--- config.mk ---
export PLATFORM = sky130hd
export DESIGN_NAME = pipe_hazard_ctrl
export DESIGN_NICKNAME = d
export VERILOG_FILES = /design/src/rtl/pipe_hazard_ctrl.sv
export SDC_FILE = /design/constraint.sdc
export NUM_CORES = 1
export LEC_CHECK = 0
export BUFFER_PORTS_ARGS = -buffer_cell sky130_fd_sc_hd__buf_2
export CAP_MARGIN = 10
export CORE_ASPECT_RATIO = 1.25
export CORE_MARGIN = 2
export CORE_UTILIZATION = 50
export DETAILED_ROUTE_END_ITERATION = 7
export MAX_ROUTING_LAYER = met4
export PLACE_DENSITY_LB_ADDON = 0.12
export SYNTH_ARGS = -nofsm -noshare
export SYNTH_HDL_FRONTEND = slang
export SYNTH_SLANG_ARGS = --single-unit
--- constraint.sdc ---
create_clock -name clk -period 3.46 [get_ports clk]
set_clock_uncertainty 0.05 [all_clocks]
set_input_delay 1.038 -clock clk [delete_from_list [all_inputs] [get_ports clk]]
set_output_delay 1.038 -clock clk [all_outputs]
set_load 0.01 [all_outputs]
--- src/rtl/pipe_hazard_ctrl.sv ---
// Pipeline sequencing controller for the 5-stage forwarding MIPS core:
// load-use stalls, taken-branch flushes, multi-cycle mult/div holds, perf counters.
module pipe_hazard_ctrl #(
    parameter int MD_LAT = 4,
    parameter int CNT_W  = 16
) (
    input  logic             clk,
    input  logic             rst_n,
    input  logic [4:0]       rs_id,
    input  logic [4:0]       rt_id,
    input  logic             uses_rs_id,
    input  logic             uses_rt_id,
    input  logic [2:0]       MemRead_inIDEX,
    input  logic [4:0]       rt_inIDEX,
    input  logic             branch_taken_ex,
    input  logic             md_start_ex,
    output logic             pc_we,
    output logic             ifid_we,
    output logic             ifid_flush,
    output logic             idex_we,
    output logic             idex_flush,
    output logic             exmem_bubble,
    output logic             md_busy,
    output logic             md_done,
    output logic [CNT_W-1:0] stall_cycles,
    output logic [CNT_W-1:0] flush_count
);

    typedef enum logic {RUN, MD_BUSY} state_t;

    localparam logic [3:0] MD_LAT_M1 = 4'(MD_LAT - 1);

    state_t     state, state_nxt;
    logic [3:0] md_cnt, md_cnt_nxt;
    logic       ack_r, ack_nxt;
    logic       load_use;
    logic       flush_inc;

    assign load_use = (MemRead_inIDEX != 3'd0) && (rt_inIDEX != 5'd0) &&
                      ((uses_rs_id && (rs_id == rt_inIDEX)) ||
                       (uses_rt_id && (rt_id == rt_inIDEX)));

    assign flush_inc = (state == RUN) && branch_taken_ex;

    always_ff @(posedge clk or negedge rst_n) begin
        if (!rst_n) begin
            state        <= RUN;
            md_cnt       <= '0;
            ack_r        <= 1'b0;
            stall_cycles <= '0;
            flush_count  <= '0;
        end else begin
            state  <= state_nxt;
            md_cnt <= md_cnt_nxt;
            ack_r  <= ack_nxt;
            if (!pc_we && (stall_cycles != '1))
                stall_cycles <= stall_cycles + 1'b1;
            if (flush_inc && (flush_count != '1))
                flush_count <= flush_count + 1'b1;
        end
    end

    // ack_r suppresses a retrigger by the same mult/div still sitting in EX
    always_comb begin
        state_nxt  = state;
        md_cnt_nxt = md_cnt;
        ack_nxt    = 1'b0;
        case (state)
            RUN: begin
                if (!branch_taken_ex && md_start_ex && !ack_r) begin
                    state_nxt  = MD_BUSY;
                    md_cnt_nxt = MD_LAT_M1;
                end
            end
            MD_BUSY: begin
                md_cnt_nxt = md_cnt - 4'd1;
                if (md_cnt == 4'd1) begin
                    state_nxt = RUN;
                    ack_nxt   = 1'b1;
                end
            end
            default: state_nxt = RUN;
        endcase
    end

    always_comb begin
        pc_we        = 1'b1;
        ifid_we      = 1'b1;
        ifid_flush   = 1'b0;
        idex_we      = 1'b1;
        idex_flush   = 1'b0;
        exmem_bubble = 1'b0;
        md_busy      = 1'b0;
        md_done      = 1'b0;
        if (!rst_n) begin
            pc_we      = 1'b0;
            ifid_we    = 1'b0;
            idex_we    = 1'b0;
            ifid_flush = 1'b1;
            idex_flush = 1'b1;
        end else begin
            case (state)
                RUN: begin
                    md_done = ack_r;
                    if (branch_taken_ex) begin
                        ifid_flush = 1'b1;
                        idex_flush = 1'b1;
                    end else if (md_start_ex && !ack_r) begin
                        pc_we        = 1'b0;
                        ifid_we      = 1'b0;
                        idex_we      = 1'b0;
                        exmem_bubble = 1'b1;
                    end else if (load_use) begin
                        pc_we      = 1'b0;
                        ifid_we    = 1'b0;
                        idex_flush = 1'b1;
                    end
                end
                MD_BUSY: begin
                    pc_we        = 1'b0;
                    ifid_we      = 1'b0;
                    idex_we      = 1'b0;
                    exmem_bubble = 1'b1;
                    md_busy      = 1'b1;
                end
                default: ;
            endcase
        end
    end

endmodule
==> flow_summary.toml, run 1 <==
[cells_and_area]
stdcell_count = 320
antennaDiodeCount = 0
nFillCells = 328
fin_util = 0.659
layout-drive-gt1-share = 0.327
area_growth_pct = 25.5
layout.nets = 293

[logic_synthesis]
synth.top_cell.area_share = 0.478
syn-num-nets = 219
ys_ff_latch = 38
synth_edf_count = 0
ys_types = 42
synth_area_leaders = "dfrtp_1 48%, xnor2_1 8.8%, xor2_1 7.5%, nand2_1 3.6%, nor3_1 2.8%"
syn-cell-area_mm2 = 0.00199
synth_top_area_cell = "dfrtp_1"
async_reset_ff_frac = 1.00
synth.yosys.seq_area_share = 0.478
synth_flop_cell = "dfrtp_1"
synth.avg_cell_area_um2 = 10.4
yosysMostFrequentCell = "dfrtp_1"
ys_warn_count = 0
syn_inst = 191
yosys-top-cells-count = "38 x dfrtp_1, 20 x xnor2_1, 19 x nand2_1"

[critical_path]
worst-setup-path-type = "input pin to output pin"
crit_path_top_delay_cell = "or4_1"
cp_cell_sequence = "buf_2, or4_1, o32ai_2, nor2_1, a21boi_4, buf_2"
cpPeakStageDelay_ns = 0.54
crit_top_cell = "buf_2"
worst_ep_arrival_time_ns = 2.32
crit_fanout = 5
worstPathRequired_ns = 2.37
critPathBufInv = 2
crit_path_end_kind = "output pin"
cp_top_family = "simple AND/OR/NAND/NOR gates"
cp-start-kind = "input pin"

[grt]
grt_pass1_vias = 1501
grt.busiest_layer = "met2"
antenna_found_initial = 0
met3_usage = 0.0557
grt_max_degree = 35
grt_pass1_wl_um = 6400
gr-usage-met1 = 0.225
use_met2 = 0.324
grt.total_usage = 0.194
grt.overflow.total = 0

[detailed_routing]
vias = 1622
ant_nets = 0
dr.pass1.iters = 4
vias_per_cell = 5.07
drt_iter0_markers = 49
drt_wl_total_um = 3950
routedWlPerCell_um = 12.3
drc_errors = 0

[placed_design]
place.detailed.hpwl_um = 3080
globalplace.congestion = 0.815
port_buffers = 63
dp.cells = 311

[timing]
clock.fmax_mhz = 293
post-route-min-period_ns = 3.41
relSlewSlack = 0.598
rsz0062_at_grt = "true"
slew_viol_final = 0
setup_viol = 0
tightest_slew_ns = 0.600
holdWs_ns = 0.435
period_share = 0.986
hold_viol = 0

[clock_network]
cts_hold_buf = 0
cts_max_path_buffers = 2
clk_latency_ns = 0.28
clk_pin_slew_ns = 0.07
cts_sinks = 38
cts_tree = "yes"
cts_root_buf = "clkbuf_8"
cts.repair.resized = 0
numCtsBuffers = 5
htreeDepth = 2

[floorplan]
die-area_mm2 = 0.00450
initial_core_util = 0.525
die_y_um = 74.5
core_mm2 = 0.00378
num_rows = 25
ios = 64
die_w_um = 60.4

[flow_run]
drv_cap = 0

[status]
run_status = "complete, no violations"

[hold_path]
hp-class = "register to register"

[power]
powerDensity_mw_per_mm2 = 625
ir_drop_mv = 0.328
leakagePower_nw = 1.21
[layer usage]
metal	wire length, µm	part of all wire
met5	0	0
met4	25	0.0063
met3	212	0.054
met2	2040	0.52
met1	1670	0.42
[path summary, 6_finish.rpt]
kind                                 start              end  slack [ns]  cells past startpoint
setup / recovery              rt_inIDEX[1]          ifid_we        0.05                      6
min in group asynchronous            rst_n   flush_count[1]        0.54                      1
hold reg to reg            stall_cycles[4]  stall_cycles[4]        0.43                      1
hold / removal             stall_cycles[4]  stall_cycles[4]        0.43                      1
setup reg to reg           stall_cycles[0]  stall_cycles[1]        1.33                      5
max in group asynchronous            rst_n  stall_cycles[5]        2.16                      2
[registers in the layout (all words and copies together), names as in the netlist]
register and count:
flush_count 16, stall_cycles 16, md_cnt 4, ack_r 1
state 1
[area by class of cell]
class                   count  area (µm²)  area share
multi-input cells         144         991       0.397
clock inverters             1        5.00     0.00201
well taps                  54        67.6      0.0271
flip-flops and latches     38         951       0.381
inverters                   5        18.8     0.00752
clock buffers               7        86.3      0.0346
repair buffers             71         375       0.150
[power by group]
group | leakage, nW | internal (W) | total, W | switching [W]
Sequential | 0.470 | 0.000575 | 0.000731 | 0.000156
Combinational | 0.692 | 0.000263 | 0.000524 | 0.000261
Clock | 0.0482 | 0.000161 | 0.000306 | 0.000145
[placed cells by master, fill, tap and decap left out, types with 2 or more instances in the layout]
cell type	instances
o21ai_0	3
and4_1	3
nand4_1	8
clkbuf_8	6
and2_1	3
xor2_1	17
ha_1	4
inv_1	5
buf_2	63
a21oi_1	3
or4_1	2
buf_4	8
nand2_1	19
nor2b_1	4
dfrtp_1	38
nand3_1	9
nor3_1	11
mux2_4	2
nor2_1	13
xnor2_1	20
nor3b_1	2
nor4_1	2
[kinds of logic after synthesis]
kind of cell / share of synthesized area
xor gates and xnor gates: 0.163
DFF: 0.478
muxes: 0.0258
AOI/OAI and AO/OA: 0.0516
buffers and inverters: 0.0233
and+or+nand+nor: 0.233
adders and majority gates: 0.0252
[what timing repair did]
item,in CTS,in global routing
buffers inserted,0,1
endpoints found under the hold margin,0,0
setup endpoints to repair,0,2
[metrics by stage]
step	area (µm²)	worst slack, ns	TNS, ns	total power, W
floorplan	1990	0.0710	0	0.00105
global placement	2400	0.0538	0	0.00125
detailed placement	2400	0.00982	0	0.00127
CTS	2490	0.00838	0	0.00158
global route	2490	-0.0255	-0.0493	0.00168
finish	2490	0.0497	0	0.00156
No activity file was read; power rests on OpenSTA's default activity.
==> run 2: changes to the inputs <==
--- a/config.mk
+++ b/config.mk
@@ -8,7 +8,6 @@
 export BUFFER_PORTS_ARGS = -buffer_cell sky130_fd_sc_hd__buf_2
 export CAP_MARGIN = 10
 export CORE_ASPECT_RATIO = 1.25
-export CORE_MARGIN = 2
 export CORE_UTILIZATION = 50
 export DETAILED_ROUTE_END_ITERATION = 7
 export MAX_ROUTING_LAYER = met4
==> run 2 against run 1 <==
Clock power barely moved. Flip-flop and latch count is the same. Core utilization is 0.60 points lower. Routed wire length is 0.35% higher. Largest power group unchanged. Critical endpoint is now pc_we. Sequential power about the same. Setup slack gained 0.0096 ns. Highest routed layer unchanged.
==> flow_summary.toml, run 2 (synthesis gave the netlist of run 1 again) <==
[status]
run_status = "complete, no violations"

[critical_path]
cp_top_family = "simple AND/OR/NAND/NOR gates"
worst_ep_arrival_time_ns = 2.31
crit_fanout = 4
cp-start-kind = "input pin"
critPathBufInv = 2
worst-setup-path-type = "input pin to output pin"
cp_cell_sequence = "buf_2, or4_1, o32ai_2, nor2_1, a21boi_4, buf_2"
worstPathRequired_ns = 2.37
cpPeakStageDelay_ns = 0.55
crit_path_top_delay_cell = "or4_1"
crit_path_end_kind = "output pin"
crit_top_cell = "buf_2"

[detailed_routing]
drt_wl_total_um = 3960
drt_iter0_markers = 37
ant_nets = 0
drc_errors = 0
vias_per_cell = 5.22
vias = 1655
routedWlPerCell_um = 12.5
dr.pass1.iters = 4

[grt]
grt.total_usage = 0.205
grt_pass1_vias = 1555
grt_max_degree = 30
grt.overflow.total = 0
grt_pass1_wl_um = 6430
antenna_found_initial = 0

[placed_design]
port_buffers = 63
pre_cts_slack_ns = 0.0186
globalplace.congestion = 0.837
place.detailed.hpwl_um = 3040

[cells_and_area]
seq_area_um2 = 951
nFillCells = 316
fin_util = 0.653
antennaDiodeCount = 0
layout-drive-gt1-share = 0.319
area_growth_pct = 24.4
layout_common_cells = "63 x buf_2, 38 x dfrtp_1, 20 x xnor2_1, 19 x nand2_1, 17 x xor2_1"
multi_input_area_um2 = 991
layout.nets = 290
top_regs = "flush_count x16, stall_cycles x16, md_cnt x4"
final_common_cell = "buf_2"

[clock_network]
cts_root_buf = "clkbuf_8"
clk_pin_slew_ns = 0.07
cts_setup_buffers = 0
cts_max_path_buffers = 2
numCtsBuffers = 5
cts_hold_buf = 0
clk_latency_ns = 0.29
cts.repair.resized = 0
htreeDepth = 2
cts_tree = "yes"
cts_sinks = 38

[timing]
rsz0062_at_grt = "false"
hold_viol = 0
fin_ws_ns = 0.0593
relSlewSlack = 0.549
post-route-min-period_ns = 3.40
tns_ns = 0
holdWs_ns = 0.431
clock.fmax_mhz = 294
period_share = 0.983
setup_viol = 0
tightest_slew_ns = 0.673
slew_viol_final = 0

[power]
switching_power_w = 0.000569
p_int_w = 0.000993
seq_power_share = 0.468
swShare = 0.365
ir_drop_mv = 0.385
pwr-share-comb = 0.334
powerDensity_mw_per_mm2 = 632
leakagePower_nw = 1.19
pwr-share-clk = 0.197

[hold_path]
hp-class = "register to register"

[floorplan]
ios = 64
num_rows = 25
die_y_um = 72.5
initial_core_util = 0.525
die_w_um = 58.4
core_mm2 = 0.00378
die-area_mm2 = 0.00423

[flow_run]
drv_cap = 0
-- run 2: changes by cell type in the layout (fill, tap and decap cells not counted) --
cell   before  now
buf_4       8    5
-- run 2: per-layer routing --
layer  wire (µm)  vias to the layer above  track usage
met3         218                        5       0.0517
met1        1680                      795        0.229
met5           0                        -            -
met2        2020                       53        0.354
met4          46                        0       0.0688
li1            -                      802            -
-- run 2: worst paths after layout --
path,to,from,slack (ns),cells past startpoint
max,pc_we,rt_inIDEX[1],0.06,6
min reg2reg,flush_count[7],flush_count[7],0.43,1
max reg2reg,stall_cycles[1],stall_cycles[0],1.25,5
max in group asynchronous,flush_count[4],rst_n,2.32,2
min,flush_count[7],flush_count[7],0.43,1
min in group asynchronous,flush_count[0],rst_n,0.69,2
-- run 2: stage by stage --
stage	power, W	cells	area [µm²]
after floorplan	0.00105	191	1990
after global placement	0.00125	309	2380
after detailed placement	0.00127	309	2380
after global routing	0.00168	317	2470
after CTS	0.00158	317	2470
final	0.00156	317	2470
-- run 2: worst reg2reg max path: stages, from the launching register on --
cell     delay, ns
dfrtp_1       0.44
ha_1          0.29
nand4_1       0.26
nor3_2        0.65
nor2_2        0.10
mux2_4        0.31
-- run 2: power by group through the flow --
stage | clock, W | combinational [W] | sequential [W]
floorplan | 0 | 0.000302 | 0.000750
global placement | 0 | 0.000512 | 0.000737
detailed placement | 0 | 0.000527 | 0.000739
CTS | 0.000319 | 0.000530 | 0.000732
global route | 0.000336 | 0.000585 | 0.000757
finish | 0.000308 | 0.000522 | 0.000732
-- run 2: final cells by class --
cell class                 count  area share
clock inverter                 1     0.00202
timing repair buffer          68       0.143
multi-input combinational    144       0.401
clock buffer                   7      0.0349
tap                           54      0.0273
inverter                       5     0.00759
sequential                    38       0.385
==> run 3: changes to the inputs <==
--- a/config.mk
+++ b/config.mk
@@ -11,7 +11,7 @@
 export CORE_UTILIZATION = 50
 export DETAILED_ROUTE_END_ITERATION = 7
 export MAX_ROUTING_LAYER = met4
-export PLACE_DENSITY_LB_ADDON = 0.12
+export PLACE_DENSITY = 0.91
 export SYNTH_ARGS = -nofsm -noshare
 export SYNTH_HDL_FRONTEND = slang
 export SYNTH_SLANG_ARGS = --single-unit
==> run 3 against run 2 <==
Clock-buffer cell count is 1 lower. Flip-flop and latch count is the same. Critical endpoint is now ifid_we. Highest routed layer unchanged. Die area is the same. Register-to-register slack gained 0.03 ns. Core utilization rose by 1.2 points.
==> flow_summary.toml, run 3 (synthesis gave the netlist of run 1 again) <==
[hold_path]
hp-class = "register to register"

[cells_and_area]
top_regs = "flush_count x16, stall_cycles x16, md_cnt x4"
fin_util = 0.665
layout_common_cells = "63 x buf_2, 38 x dfrtp_1, 20 x xnor2_1, 19 x nand2_1, 17 x xor2_1"
area_growth_pct = 26.6
antennaDiodeCount = 0
final_common_cell = "buf_2"
layout.nets = 289
layout-drive-gt1-share = 0.321

[timing]
relSlewSlack = 0.578
slew_viol_final = 0
rsz0062_at_grt = "false"
setup_viol = 0
tns_ns = 0
tightest_slew_ns = 0.629
post-route-min-period_ns = 3.37
clock.fmax_mhz = 297
period_share = 0.973
hold_viol = 0

[detailed_routing]
drt_iter0_markers = 76
drc_errors = 0
dr.pass1.iters = 4
vias = 1657
ant_nets = 0
routedWlPerCell_um = 12.7
vias_per_cell = 5.24
drt_wl_total_um = 4010

[power]
total_power_w = 0.00172
swShare = 0.339
powerDensity_mw_per_mm2 = 684
switching_power_w = 0.000584
ir_drop_mv = 0.407
seq_power_share = 0.428
pwr-share-comb = 0.303
leakagePower_nw = 1.21
p_int_w = 0.00114
pwr-share-clk = 0.269

[clock_network]
htreeDepth = 2
clk_latency_ns = 0.30
cts_hold_buf = 0
clk_pin_slew_ns = 0.07
cts_max_path_buffers = 2
cts_sinks = 38
numCtsBuffers = 5
cts_root_buf = "clkbuf_8"
cts_tree = "yes"
cts.repair.resized = 0
cts_setup_buffers = 0

[floorplan]
ios = 64
die_w_um = 58.4
core_mm2 = 0.00378
die-area_mm2 = 0.00423
initial_core_util = 0.525
num_rows = 25
die_y_um = 72.5

[critical_path]
endpoint = "ifid_we"
reg2reg_from = "stall_cycles[0]"
worstPathRequired_ns = 2.37
r2r_cells = 5
regToRegEndpoint = "stall_cycles[1]"
r2r_slack_ns = 1.28
worst_ep_arrival_time_ns = 2.28
crit_fanout = 3
cp-start-kind = "input pin"
worst-setup-path-type = "input pin to output pin"
critPathLaunch = "rt_inIDEX[1]"
crit_path_end_kind = "output pin"

[placed_design]
port_buffers = 63
place.detailed.hpwl_um = 3050
globalplace.congestion = 0.802

[grt]
use_met2 = 0.379
antenna_found_initial = 0
grt_pass1_wl_um = 6870
grt_max_degree = 29
grt.busiest_layer = "met2"
gr-usage-met1 = 0.247
met3_usage = 0.0517
grt.total_usage = 0.224
grt_pass1_vias = 1558
grt.overflow.total = 0

[status]
run_status = "complete, no violations"

[flow_run]
drv_cap = 0
run 3: cell count changes in the layout (fill, tap and decap cells not counted):
cell / change
clkbuf_1: -1
buf_4: -1
clkinv_2: -1
bufinv_16: +2
run 3: critical path: stages:
cell	delay, ns
buf_2	0.12
or4_1	0.54
o32ai_2	0.13
nor2_1	0.11
a21boi_4	0.19
buf_2	0.15
run 3: layout make-up:
class / instances / area [µm²]
clock inverter: 2 / 60.1
inverter: 5 / 18.8
fill: 312 / 1270
timing repair buffer: 67 / 345
clock buffer: 6 / 82.6
multi-input combinational: 144 / 991
tap: 54 / 67.6
sequential: 38 / 951
run 3: how the worst min path moves through the flow:
stage | from | to | cells past startpoint
final | stall_cycles[4] | stall_cycles[4] | 1
after global routing | md_cnt[3] | ack_r | 1
after CTS | stall_cycles[4] | stall_cycles[4] | 1
after detailed placement | md_cnt[3] | ack_r | 1
after global placement | stall_cycles[4] | stall_cycles[4] | 1
after floorplan | md_cnt[3] | ack_r | 1
run 3: metal layers:
layer | share of wire | wire length [µm]
met1 | 0.41 | 1640
met2 | 0.53 | 2110
met3 | 0.045 | 179
met4 | 0.020 | 81
met5 | 0 | 0
run 3: metrics by stage:
step / hold WS (ns) / worst slack (ns) / instance area, µm² / std cells
2_1_floorplan: 0.389 / 0.0710 / 1990 / 191
3_3_place_gp: 0.417 / 0.0952 / 2370 / 308
3_5_place_dp: 0.415 / 0.0855 / 2370 / 308
4_1_cts: 0.439 / 0.0809 / 2520 / 316
5_1_grt: 0.464 / 0.00337 / 2520 / 316
6_report: 0.439 / 0.0927 / 2520 / 316
run 3: power by group through the flow:
stage                     registers [W]  logic (W)  clock network, W
after floorplan                0.000750   0.000302                 0
after CTS                      0.000736   0.000530          0.000471
after global placement         0.000731   0.000503                 0
after global routing           0.000763   0.000593          0.000489
final                          0.000737   0.000521          0.000463
after detailed placement       0.000743   0.000525                 0
